$ cat src/rtl/hyperbus_rwds_calib.sv
// hyperbus_rwds_calib
// Automatic RWDS sampling-point calibration for the HyperBus PHY.
// The controller tries all eight candidate edges k = {idx[1:0], pol}. For each
// one it waits for the sampler config to settle, then runs NumTrials calibration
// reads and checks every RWDS sample. Finally it programs the centre of the
// longest contiguous passing window.
//
// Ports
//   clk_i, rst_ni       PHY clock, asynchronous active-low reset
//   start_i             start calibration (sampled only in IDLE)
//   expected_rwds_i     expected RWDS sample, captured at start
//   busy_o, done_o      in progress / one-cycle completion pulse
//   pass_o, pass_map_o  overall result / per-candidate result of the last run
//   cfg_edge_idx_o/pol_o  sampler edge configuration
//   trans_valid_o/ready_i   calibration read request handshake
//   trans_done_i, rwds_sample_i  transaction completion and its sample
//
// state  | meaning
// IDLE   | waiting for start_i; cfg holds the last chosen edge
// SETTLE | cfg just changed, let the sampler settle
// ISSUE  | request a calibration read, hold until accepted
// WAIT   | wait for the read to finish and check the sample
// EVAL   | record the candidate result, step to the next candidate
// SELECT | pick the centre of the longest passing window
// DONE   | completion pulse
module hyperbus_rwds_calib #(
  parameter int unsigned NumTrials    = 4,
  parameter int unsigned SettleCycles = 4,
  parameter logic [2:0]  DefaultEdge  = 3'd3
) (
  input  logic       clk_i,
  input  logic       rst_ni,
  input  logic       start_i,
  input  logic       expected_rwds_i,
  output logic       busy_o,
  output logic       done_o,
  output logic       pass_o,
  output logic [7:0] pass_map_o,
  output logic [1:0] cfg_edge_idx_o,
  output logic       cfg_edge_pol_o,
  output logic       trans_valid_o,
  input  logic       trans_ready_i,
  input  logic       trans_done_i,
  input  logic       rwds_sample_i
);

  typedef enum logic [2:0] {
    IDLE, SETTLE, ISSUE, WAIT, EVAL, SELECT, DONE
  } state_t;

  localparam logic [3:0] SettleLoad = 4'(SettleCycles - 1);
  localparam logic [3:0] TrialLimit = 4'(NumTrials);

  state_t     state;
  logic [2:0] k_q;
  logic [2:0] cfg_q;
  logic [3:0] trial_q;
  logic [3:0] settle_q;
  logic       fail_q;
  logic       exp_q;
  logic [3:0] trial_nxt;

  assign cfg_edge_idx_o = cfg_q[2:1];
  assign cfg_edge_pol_o = cfg_q[0];
  assign trial_nxt      = trial_q + 4'd1;

  // Longest run of passing candidates, no wrap between bit 7 and bit 0.
  // A strictly-longer test keeps the earliest run on ties.
  logic [2:0] run_start, best_start, chosen;
  logic [3:0] run_len, best_len;

  always_comb begin
    run_start  = 3'd0;
    run_len    = 4'd0;
    best_start = 3'd0;
    best_len   = 4'd0;
    for (int i = 0; i < 8; i++) begin
      if (pass_map_o[i]) begin
        if (run_len == 4'd0) run_start = 3'(i);
        run_len = run_len + 4'd1;
        if (run_len > best_len) begin
          best_len   = run_len;
          best_start = run_start;
        end
      end else begin
        run_len = 4'd0;
      end
    end
    if (best_len == 4'd0) chosen = DefaultEdge;
    else                  chosen = best_start + 3'((best_len - 4'd1) >> 1);
  end

  always_ff @(posedge clk_i or negedge rst_ni) begin
    if (!rst_ni) begin
      state         <= IDLE;
      k_q           <= 3'd0;
      cfg_q         <= DefaultEdge;
      trial_q       <= 4'd0;
      settle_q      <= 4'd0;
      fail_q        <= 1'b0;
      exp_q         <= 1'b0;
      busy_o        <= 1'b0;
      done_o        <= 1'b0;
      pass_o        <= 1'b0;
      pass_map_o    <= 8'h00;
      trans_valid_o <= 1'b0;
    end else begin
      case (state)
        IDLE: begin
          if (start_i) begin
            exp_q      <= expected_rwds_i;
            k_q        <= 3'd0;
            cfg_q      <= 3'd0;
            trial_q    <= 4'd0;
            fail_q     <= 1'b0;
            pass_map_o <= 8'h00;
            pass_o     <= 1'b0;
            busy_o     <= 1'b1;
            settle_q   <= SettleLoad;
            state      <= SETTLE;
          end
        end
        SETTLE: begin
          if (settle_q == 4'd0) begin
            trans_valid_o <= 1'b1;
            state         <= ISSUE;
          end else begin
            settle_q <= settle_q - 4'd1;
          end
        end
        ISSUE: begin
          if (trans_ready_i) begin
            trans_valid_o <= 1'b0;
            state         <= WAIT;
          end
        end
        WAIT: begin
          if (trans_done_i) begin
            if (rwds_sample_i != exp_q) fail_q <= 1'b1;
            trial_q <= trial_nxt;
            if (trial_nxt < TrialLimit) begin
              trans_valid_o <= 1'b1;
              state         <= ISSUE;
            end else begin
              state <= EVAL;
            end
          end
        end
        EVAL: begin
          pass_map_o[k_q] <= ~fail_q;
          fail_q          <= 1'b0;
          trial_q         <= 4'd0;
          if (k_q == 3'd7) begin
            state <= SELECT;
          end else begin
            k_q      <= k_q + 3'd1;
            cfg_q    <= k_q + 3'd1;
            settle_q <= SettleLoad;
            state    <= SETTLE;
          end
        end
        SELECT: begin
          cfg_q  <= chosen;
          pass_o <= |pass_map_o;
          done_o <= 1'b1;
          state  <= DONE;
        end
        DONE: begin
          done_o <= 1'b0;
          busy_o <= 1'b0;
          state  <= IDLE;
        end
        default: state <= IDLE;
      endcase
    end
  end

endmodule

$ cat config.mk
export PLATFORM = sky130hd
export DESIGN_NAME = hyperbus_rwds_calib
export DESIGN_NICKNAME = d
export VERILOG_FILES = /design/src/rtl/hyperbus_rwds_calib.sv
export SDC_FILE = /design/constraint.sdc
export NUM_CORES = 1
export LEC_CHECK = 0
export CELL_PAD_IN_SITES_DETAIL_PLACEMENT = 1
export CELL_PAD_IN_SITES_GLOBAL_PLACEMENT = 1
export CORE_MARGIN = 4
export CORE_UTILIZATION = 42
export DETAILED_ROUTE_END_ITERATION = 6
export PLACE_DENSITY = 0.79
export SLEW_MARGIN = 20
export SYNTH_ARGS = -nofsm -noshare
export SYNTH_HDL_FRONTEND = slang
export SYNTH_SLANG_ARGS = --single-unit
$ cat constraint.sdc
create_clock -name clk_i -period 14.95 [get_ports clk_i]
set_clock_uncertainty 0.2 [all_clocks]
set_input_delay 2.99 -clock clk_i [delete_from_list [all_inputs] [get_ports clk_i]]
set_output_delay 2.99 -clock clk_i [all_outputs]
set_load 0.005 [all_outputs]
After elaboration in Yosys (flattened, before gate mapping)
Index checks and enable logic that the tools add are counted.
{ "totals": {"register_bits": 31, "latch_bits": 0, "ramBits": 0, "rom_bits": 0, "in_bits": 7, "output_inout_bits": 15, "elab_cells": 168, "memories": 0} }
{ "op_classes": {"addsub": 12, "n_mul": 0, "n_div": 0, "magnitude_cmp": 10, "n_eq_ne": 16, "shifts": 0, "muxes": 86, "bitwise_logic": 1, "n_reduce_logical": 31} }
{ "ops": {"columns": ["cell", "n"], "rows": [
  ["$mux W3", 35],
  ["$mux W4", 25],
  ["$logic_not A4 Y1", 9],
  ["$add A4 B1 Y4 const B", 8],
  ["$gt A4 B4 Y1", 7],
  ["$pmux W4 S3", 2],
  ["$pmux W3 S6", 1],
  ["$ne A2 B2 Y1 const B", 8],
  ["$pmux W8 S2", 1],
  ["$eq A3 B3 Y1 const B", 4],
  ["$mux W1", 12],
  ["$reduce_and A4 Y1", 3],
  ["$reduce_bool A3 Y1", 4],
  ["$pmux W3 S3", 1],
  ["$reduce_and A3 Y1", 3],
  ["$bwmux W8", 1],
  ["$mux W8", 1],
  ["$reduce_and A2 Y1", 4],
  ["$reduce_bool A2 Y1", 4],
  ["$reduce_or A8 Y1", 1],
  ["$sub A4 B1 Y4 const B", 2],
  ["$eq A3 B2 Y1 const B", 2],
  ["$pmux W1 S2", 3],
  ["$pmux W1 S3", 2],
  ["other kinds (13)", 13]
]} }

Logic depth before layout (Yosys ltp)
{ "logic_depth": {"word_depth": 27, "depth_mapped": 53, "mapped_depth_nobuf": 51} }

Worst setup path after synthesis
Ideal clock, no wire load.
{ "synth_path": {"path_type": "reg-to-reg", "from": "reg pass_map_o[0]", "to": "reg cfg_q[2]", "setup_time_ns": 0.096, "t_arrival_ns": 9.854, "t_required_ns": 14.654, "slack_ns": 4.800, "path_stages_with_launch": 50, "path_buffers": 1, "synth_period_minus_slack_ns": 10.150, "path_cell_list": "dfrtp_1 -> inv_1 -> ha_1 -> nor2_1 -> ha_1 -> ha_1 -> inv_1 -> ha_1 -> a21boi_1 -> mux2_2 -> a21oi_1 -> nor2_1 -> a21oi_1 -> inv_1 -> ha_1 -> a21o_1 -> a31o_2 -> and3_1 -> [... 14 more ...] -> o32ai_2 -> mux2_2 -> ha_1 -> and2_1 -> o2111ai_1 -> nand3_1 -> o211a_1 -> buf_6 -> nor2_1 -> a21oi_1 -> ha_1 -> inv_1 -> fa_1 -> xnor2_1 -> or3_1 -> a21oi_1 -> a221oi_2 -> o31ai_1"} }
{ "synth_via": {"elab_chain_len": 27, "word_cells_on_any_way": 75, "cone_classes": "add/sub (9); order compare (7); mux (51); reduce/logical (8)"} }
{ "synth_lines": {"columns": ["element", "line", "rtl"], "rows": [
  ["start: declaration", "38", "output logic [7:0] pass_map_o,"],
  ["start signal: indexed assignment", "150", "pass_map_o[k_q] <= ~fail_q;"],
  ["$mux W1 *", "78", "if (pass_map_o[i]) begin"],
  ["$add A4 B1 Y4", "80", "run_len = run_len + 4'd1;"],
  ["$gt A4 B4 Y1", "81", "if (run_len > best_len) begin"],
  ["$mux W4", "81", null],
  ["$mux W4", "78", null],
  ["$gt A4 B4 Y1", "81", null],
  ["$mux W4", "81", null],
  ["$mux W4", "78", null],
  ["[... 11 more ...]", null, null],
  ["$mux W4", "78", null],
  ["$gt A4 B4 Y1", "81", null],
  ["$mux W4", "81", null],
  ["$mux W4", "78", null],
  ["$sub A4 B1 Y4", "90", "else chosen = best_start + 3'((best_len - 4'd1) >> 1);"],
  ["$add A3 B3 Y3", "90", null],
  ["$mux W3 *", "89", "if (best_len == 4'd0) chosen = DefaultEdge;"],
  ["$pmux W3 S3 *", "108", "case (state)"],
  ["end signal: assignment", "97", "cfg_q <= DefaultEdge;"],
  ["end signal: assignment", "157", "cfg_q <= k_q + 3'd1;"],
  ["end signal: assignment", "163", "cfg_q <= chosen;"],
  ["end: declaration", "56", "logic [2:0] cfg_q;"]
]} }
Every way passes the cells marked *; elsewhere a longest branch is shown, timed or not. The select of a mux whose other input is x is not followed.
A chain may end at the register's enable or synchronous reset.

Final worst setup path
Ends and elaborated chain as after synthesis.

==> results.json <==
{
  "outcome": "finished clean",
  "place_inst": 558,
  "synth_cell_type_count": 69,
  "num_vias": 3353,
  "postRouteWirelength_um": 9480,
  "fp.dieH_um": 98.0,
  "grt_overflow": 0,
  "final_layout_size_suffix_gt1_share_pct": 6.68,
  "core_um2": 7810,
  "period_share_pct": 81.8,
  "layout_common_cells": "59 x nand2_1, 43 x nor2_1, 38 x o21ai_0",
  "worst_hold_slack_ns": 0.312,
  "syn-num-nets": 489,
  "pin_count": 22,
  "ys_ff_latch": 31,
  "final_cells": 566,
  "critPathMaxStageDelay_ns": 0.71,
  "n_fill_cell": 982,
  "synth-edff-count": 0,
  "multiInputGateArea_um2": 2420,
  "dpl_cell_area_um2": 3670,
  "yosys_warnings": 0,
  "register_area_um2": 778,
  "die_w_um": 98.0,
  "worst_pin_slew_ns": 0.829,
  "h-tree-depth": 2,
  "row_count": 32,
  "syn_inst": 449,
  "clk_path_buf_depth": 2,
  "cap_violations": 0,
  "slew_headroom_pct": 44.3,
  "gp_congestion": 0.784,
  "initial_core_util_pct": 43.5,
  "n_antenna_cell": 0,
  "clk_latency_ns": 0.29,
  "crit_type": "reg -> reg",
  "cts.sink_count": 31,
  "cp.required_ns": 14.94,
  "rsz0062_at_grt": "no",
  "power_density_nw_per_um2": 256,
  "ys.flop_type": "dfrtp_1",
  "syn2layout_area_growth_pct": 11.4,
  "min_period_ns": 12.24,
  "grt_max_degree": 32,
  "clk_pin_slew_ns": 0.07,
  "start_kind": "flop",
  "fin_area_um2": 3780,
  "setup_viol": 0,
  "grt_first_pass_wirelength_um": 16400,
  "finalMaxSlewViolations": 0,
  "critPathSlowestCell": "o32ai_2",
  "cts.repair.resized": 0,
  "crit_fanout": 12,
  "final.setup.worst_slack_ns": 2.71,
  "arrival_ns": 12.22,
  "cts_buffers": 5,
  "postCtsSetupRepairBufs": 0,
  "hold_viol_final": 0,
  "final_util_pct": 48.5,
  "power_mw": 0.968,
  "drc": 0,
  "tns_ns": 0,
  "hp-class": "reg -> reg",
  "cts_tree": "done",
  "firstDrtPassIters": 4,
  "final_common_cell": "nand2_1",
  "port_buffers": 21,
  "vdd_drop_max_v": 0.000122,
  "antenna_found_initial": 0,
  "fmax_mhz": 81.7,
  "ant_nets": 0,
  "grt_usage_pct": 20.0,
  "hold_buffers": 0,
  "synth_area_um2": 3400,
  "synthArstFlopShare_pct": 100,
  "yosysSeqAreaShare_pct": 22.9,
  "power_leakage_nw": 1.65,
  "drt-vias-per-instance": 5.92,
  "syn_avg_cell_area_um2": 7.57,
  "end_kind": "flop",
  "place_ws_ns": 3.02,
  "grt_pass1_vias": 3462,
  "clock-root-buffer": "clkbuf_8",
  "dp_hpwl_um": 7440,
  "dieArea_um2": 9590,
  "wl_per_cell_um": 16.8,
  "cp_common_cell": "ha_1",
  "drtIter0Drc": 96,
  "nets": 503
}
## logic make-up (layout without fill, tap and decap cells)
family | count (synthesis) | after routing | synth area share (%)
buffers and inverters | 48 | 63 | 5.89
adder cells (fa/ha/maj) | 33 | 33 | 12.4
AO/OA/AOI/OAI | 131 | 131 | 25.0
AND/OR/NAND/NOR | 171 | 171 | 23.8
flip-flops | 31 | 31 | 22.9
XOR/XNOR | 17 | 17 | 4.38
multiplexers | 18 | 18 | 5.63
## worst paths after layout
path | slack, ns | from | cells past startpoint | endpoint
setup / recovery | 2.71 | pass_map_o[0]$_DFFE_PN0P_ | 48 | cfg_q[2]$_DFFE_PN0P_
hold / removal | 0.31 | settle_q[0]$_DFFE_PN0P_ | 1 | settle_q[0]$_DFFE_PN0P_
setup reg to reg | 2.71 | pass_map_o[0]$_DFFE_PN0P_ | 48 | cfg_q[2]$_DFFE_PN0P_
hold reg to reg | 0.31 | settle_q[0]$_DFFE_PN0P_ | 1 | settle_q[0]$_DFFE_PN0P_
max in group asynchronous | 11.32 | rst_ni | 2 | cfg_q[0]$_DFFE_PN1P_
min in group asynchronous | 2.90 | rst_ni | 2 | state[1]$_DFFE_PN0P_
## power breakdown
part | switching, mW | internal [mW] | leakage, nW | total [mW]
clock | 0.0331 | 0.0539 | 0.0612 | 0.0870
combinational | 0.417 | 0.291 | 1.20 | 0.708
sequential | 0.0580 | 0.115 | 0.391 | 0.173
## critical path, delay by kind of cell, from the launching register on
family	cells	cell delay [ns]
DFF	1	0.44
adders and majority gates	10	3.01
muxes	3	0.97
AOI/OAI and AO/OA	20	5.28
xor gates and xnor gates	1	0.16
buffers and inverters	5	0.41
and+or+nand+nor	9	1.66
## layout make-up
class                           count  area share [%]
Multi-Input combinational cell    370            63.9
Sequential cell                    31            20.6
Timing Repair Buffer               22            5.75
Tap cell                          102            3.37
Inverter                           33            3.27
Clock buffer                        6            2.18
Clock inverter                      2           0.926
## registers in the layout, indices dropped and copies added (netlist names)
register and flops:
trans_valid_o 1, fail_q 1, exp_q 1, state 3
settle_q 4, busy_o 1, cfg_q 3, pass_map_o 8
trial_q 4, k_q 3, pass_o 1, done_o 1
## layer usage
metal,up-vias,track usage [%],part of all wire [%]
li1,1641,-,-
met1,1660,24.6,44
met2,39,37.2,53
met3,13,2.07,2.0
met4,0,4.58,1.2
met5,-,0,0
## cell usage after synthesis (3+ instances only)
cell	instances	share of area (%)
o21a_1	4	0.88
ha_1	32	12
nand2_1	59	6.5
xor2_1	7	1.8
nor2_1	43	4.7
nand3_1	22	3.2
and3_1	3	0.55
o31ai_1	6	1.3
a311oi_1	3	0.77
clkbuf_1	10	1.1
inv_1	33	3.6
mux2_2	9	3.0
and2_1	9	1.7
a31oi_1	5	0.92
mux2i_1	9	2.7
a22o_1	4	1.0
nor4_1	6	1.1
o21ai_0	38	5.6
dfrtp_1	29	21
a21oi_1	37	5.4
nor3_1	9	1.3
xnor2_1	10	2.6
(Power assumes the default switching activity.)
==> RTL edit, RTL diff (config.mk and constraints unchanged) <==
The 7 states of `state_t` get a one-hot encoding in 7 bits.
--- a/src/rtl/hyperbus_rwds_calib.sv
+++ b/src/rtl/hyperbus_rwds_calib.sv
@@ -46,4 +46,4 @@
 
-  typedef enum logic [2:0] {
-    IDLE, SETTLE, ISSUE, WAIT, EVAL, SELECT, DONE
+  typedef enum logic [6:0] {
+    IDLE = 7'b0000001, SETTLE = 7'b0000010, ISSUE = 7'b0000100, WAIT = 7'b0001000, EVAL = 7'b0010000, SELECT = 7'b0100000, DONE = 7'b1000000
   } state_t;
Behaviour: same outputs for any inputs over 10 cycles, from zero or initial values and one cycle with rst_ni low; not proved beyond that.
==> RTL edit against the unedited design <==
Routed wire length increased by 10%. Global-route usage increased by 1.2 points. Sequential cell count is 4 higher. Critical endpoint unchanged. Area after synthesis increased by 11%. Via count is 4.4% higher. Worst setup slack gained 0.049 ns. Sequential share of layout area increased by 0.69 points. Core utilization down 1.2 points. Cell area up 9.4%. Final cell count up 5.7%. Worst hold slack about the same.
Power is left out: it rests on default switching activity, and per cell area and clock period it moved more than threefold.
==> RTL edit: results (changes against the unedited design) <==
** Status
- Outcome :: finished, final reports clean

** Worst setup path
- On the critical path, the stage with the largest delay is an instance of sky130_fd_sc_hd__a211oi_2.
- Crit-path max FO :: 15 (+3)
- Arrival time at the worst endpoint :: 12.19 ns (-0.03 ns)
- The largest stage delay on the critical path was 0.73 ns (+0.02 ns).
- The number of cell instances on the worst register-to-register path was 52 (+8.3%).
- Among cell families on the critical path, the largest total delay comes from compound AO/OA/AOI/OAI gates.

** Global route
- The number of global-route vias before repair was 3728 (+7.7%).
- The maximum number of pins on one net before global-route repair came to 36 (+13%).
- The wire length of the first global-routing pass came to 18100 um (+11%).

** Placement
- The weighted congestion at the end of routability-driven global placement was 0.911 (+16%).
- Post-DP HPWL :: 8310 um (+12%)

** Detailed routing
- Drt via density :: 5.86 (-1.1%)
- The DRC violation total after the first TritonRoute iteration was 173 (+80%).
- The average wire per cell in the routed design came to 17.5 um (+4.3%).

** Clock network
- Buffer levels on the longest clock path :: 2 (unchanged)

** Synth
- Cell types with the highest counts after synthesis :: 47 x sky130_fd_sc_hd__nand2_1, 44 x sky130_fd_sc_hd__nor2_1, 41 x sky130_fd_sc_hd__o21ai_0
- The portion of netlist area occupied by mux cells is 4.17% (-1.5 points).
- The number of distinct library cells after synthesis is 78 (+13%).
- The share of the yosys chip area belonging to registers was 23.2% (+0.34 points).
- The synthesized-area fraction occupied by xor and xnor cells came to 3.67% (-0.71 points).
- The adder-cell share of the synthesized area is 11.4% (-1.0 points).
- The number of nets in the synthesized netlist is 515 (+5.3%).
- The post-synthesis compound-gate area fraction is 27.7% (+2.6 points).

** Min path
- Worst hold path startpoint :: busy_o

** Cells and area
- Final layout net count :: 529 (+5.2%)
- Share of final-layout standard cells stronger than drive strength 1 :: 8.16% (+1.5 points)

** STA
- The tightest slew margin relative to the limit was 45.0% (+0.69 points).
[RTL edit: per-layer routing]
layer / share of wire, % / track usage (%) / wire length (um) / up-vias
li1: - / - / - / 1751
met4: 1.3 / 4.58 / 141 / 0
met5: 0 / 0 / 0 / -
met3: 1.7 / 2.03 / 175 / 15
met1: 47 / 28.1 / 4910 / 1704
met2: 50 / 37.2 / 5220 / 32
[RTL edit: cells by family after synthesis]
| logic type | Yosys count |
|---|---|
| fa+ha+maj | 34 |
| xor+xnor | 15 |
| buf+inv | 50 |
| simple gates | 183 |
| flops | 35 |
| compound gates | 146 |
| mux | 12 |
[RTL edit: area by class of cell]
type,instances,area (um2)
timing repair buffer,22,218
multi-input combinational,390,2690
inverter,35,131
clock buffer,7,76.3
tap,108,135
fill,1089,4620
clock inverter,1,5.00
sequential,35,880
[RTL edit: through the flow]
stage          instances  hold WS (ns)  worst slack [ns]  instance area [um2]
2_1_floorplan        475         0.287              4.54                 3780
3_3_place_gp         590         0.293              3.30                 4060
3_5_place_dp         590         0.300              2.82                 4060
4_1_cts              598         0.320              2.73                 4140
5_1_grt              598         0.351              1.58                 4140
6_report             598         0.313              2.76                 4140
[RTL edit: how the worst min path moves through the flow]
stage	end	slack [ns]	cells past startpoint
after global routing	busy_o	0.35	1
after global placement	busy_o	0.29	1
after CTS	busy_o	0.32	1
after detailed placement	busy_o	0.30	1
final	busy_o	0.31	1
after floorplan	trial_q[3]	0.29	1
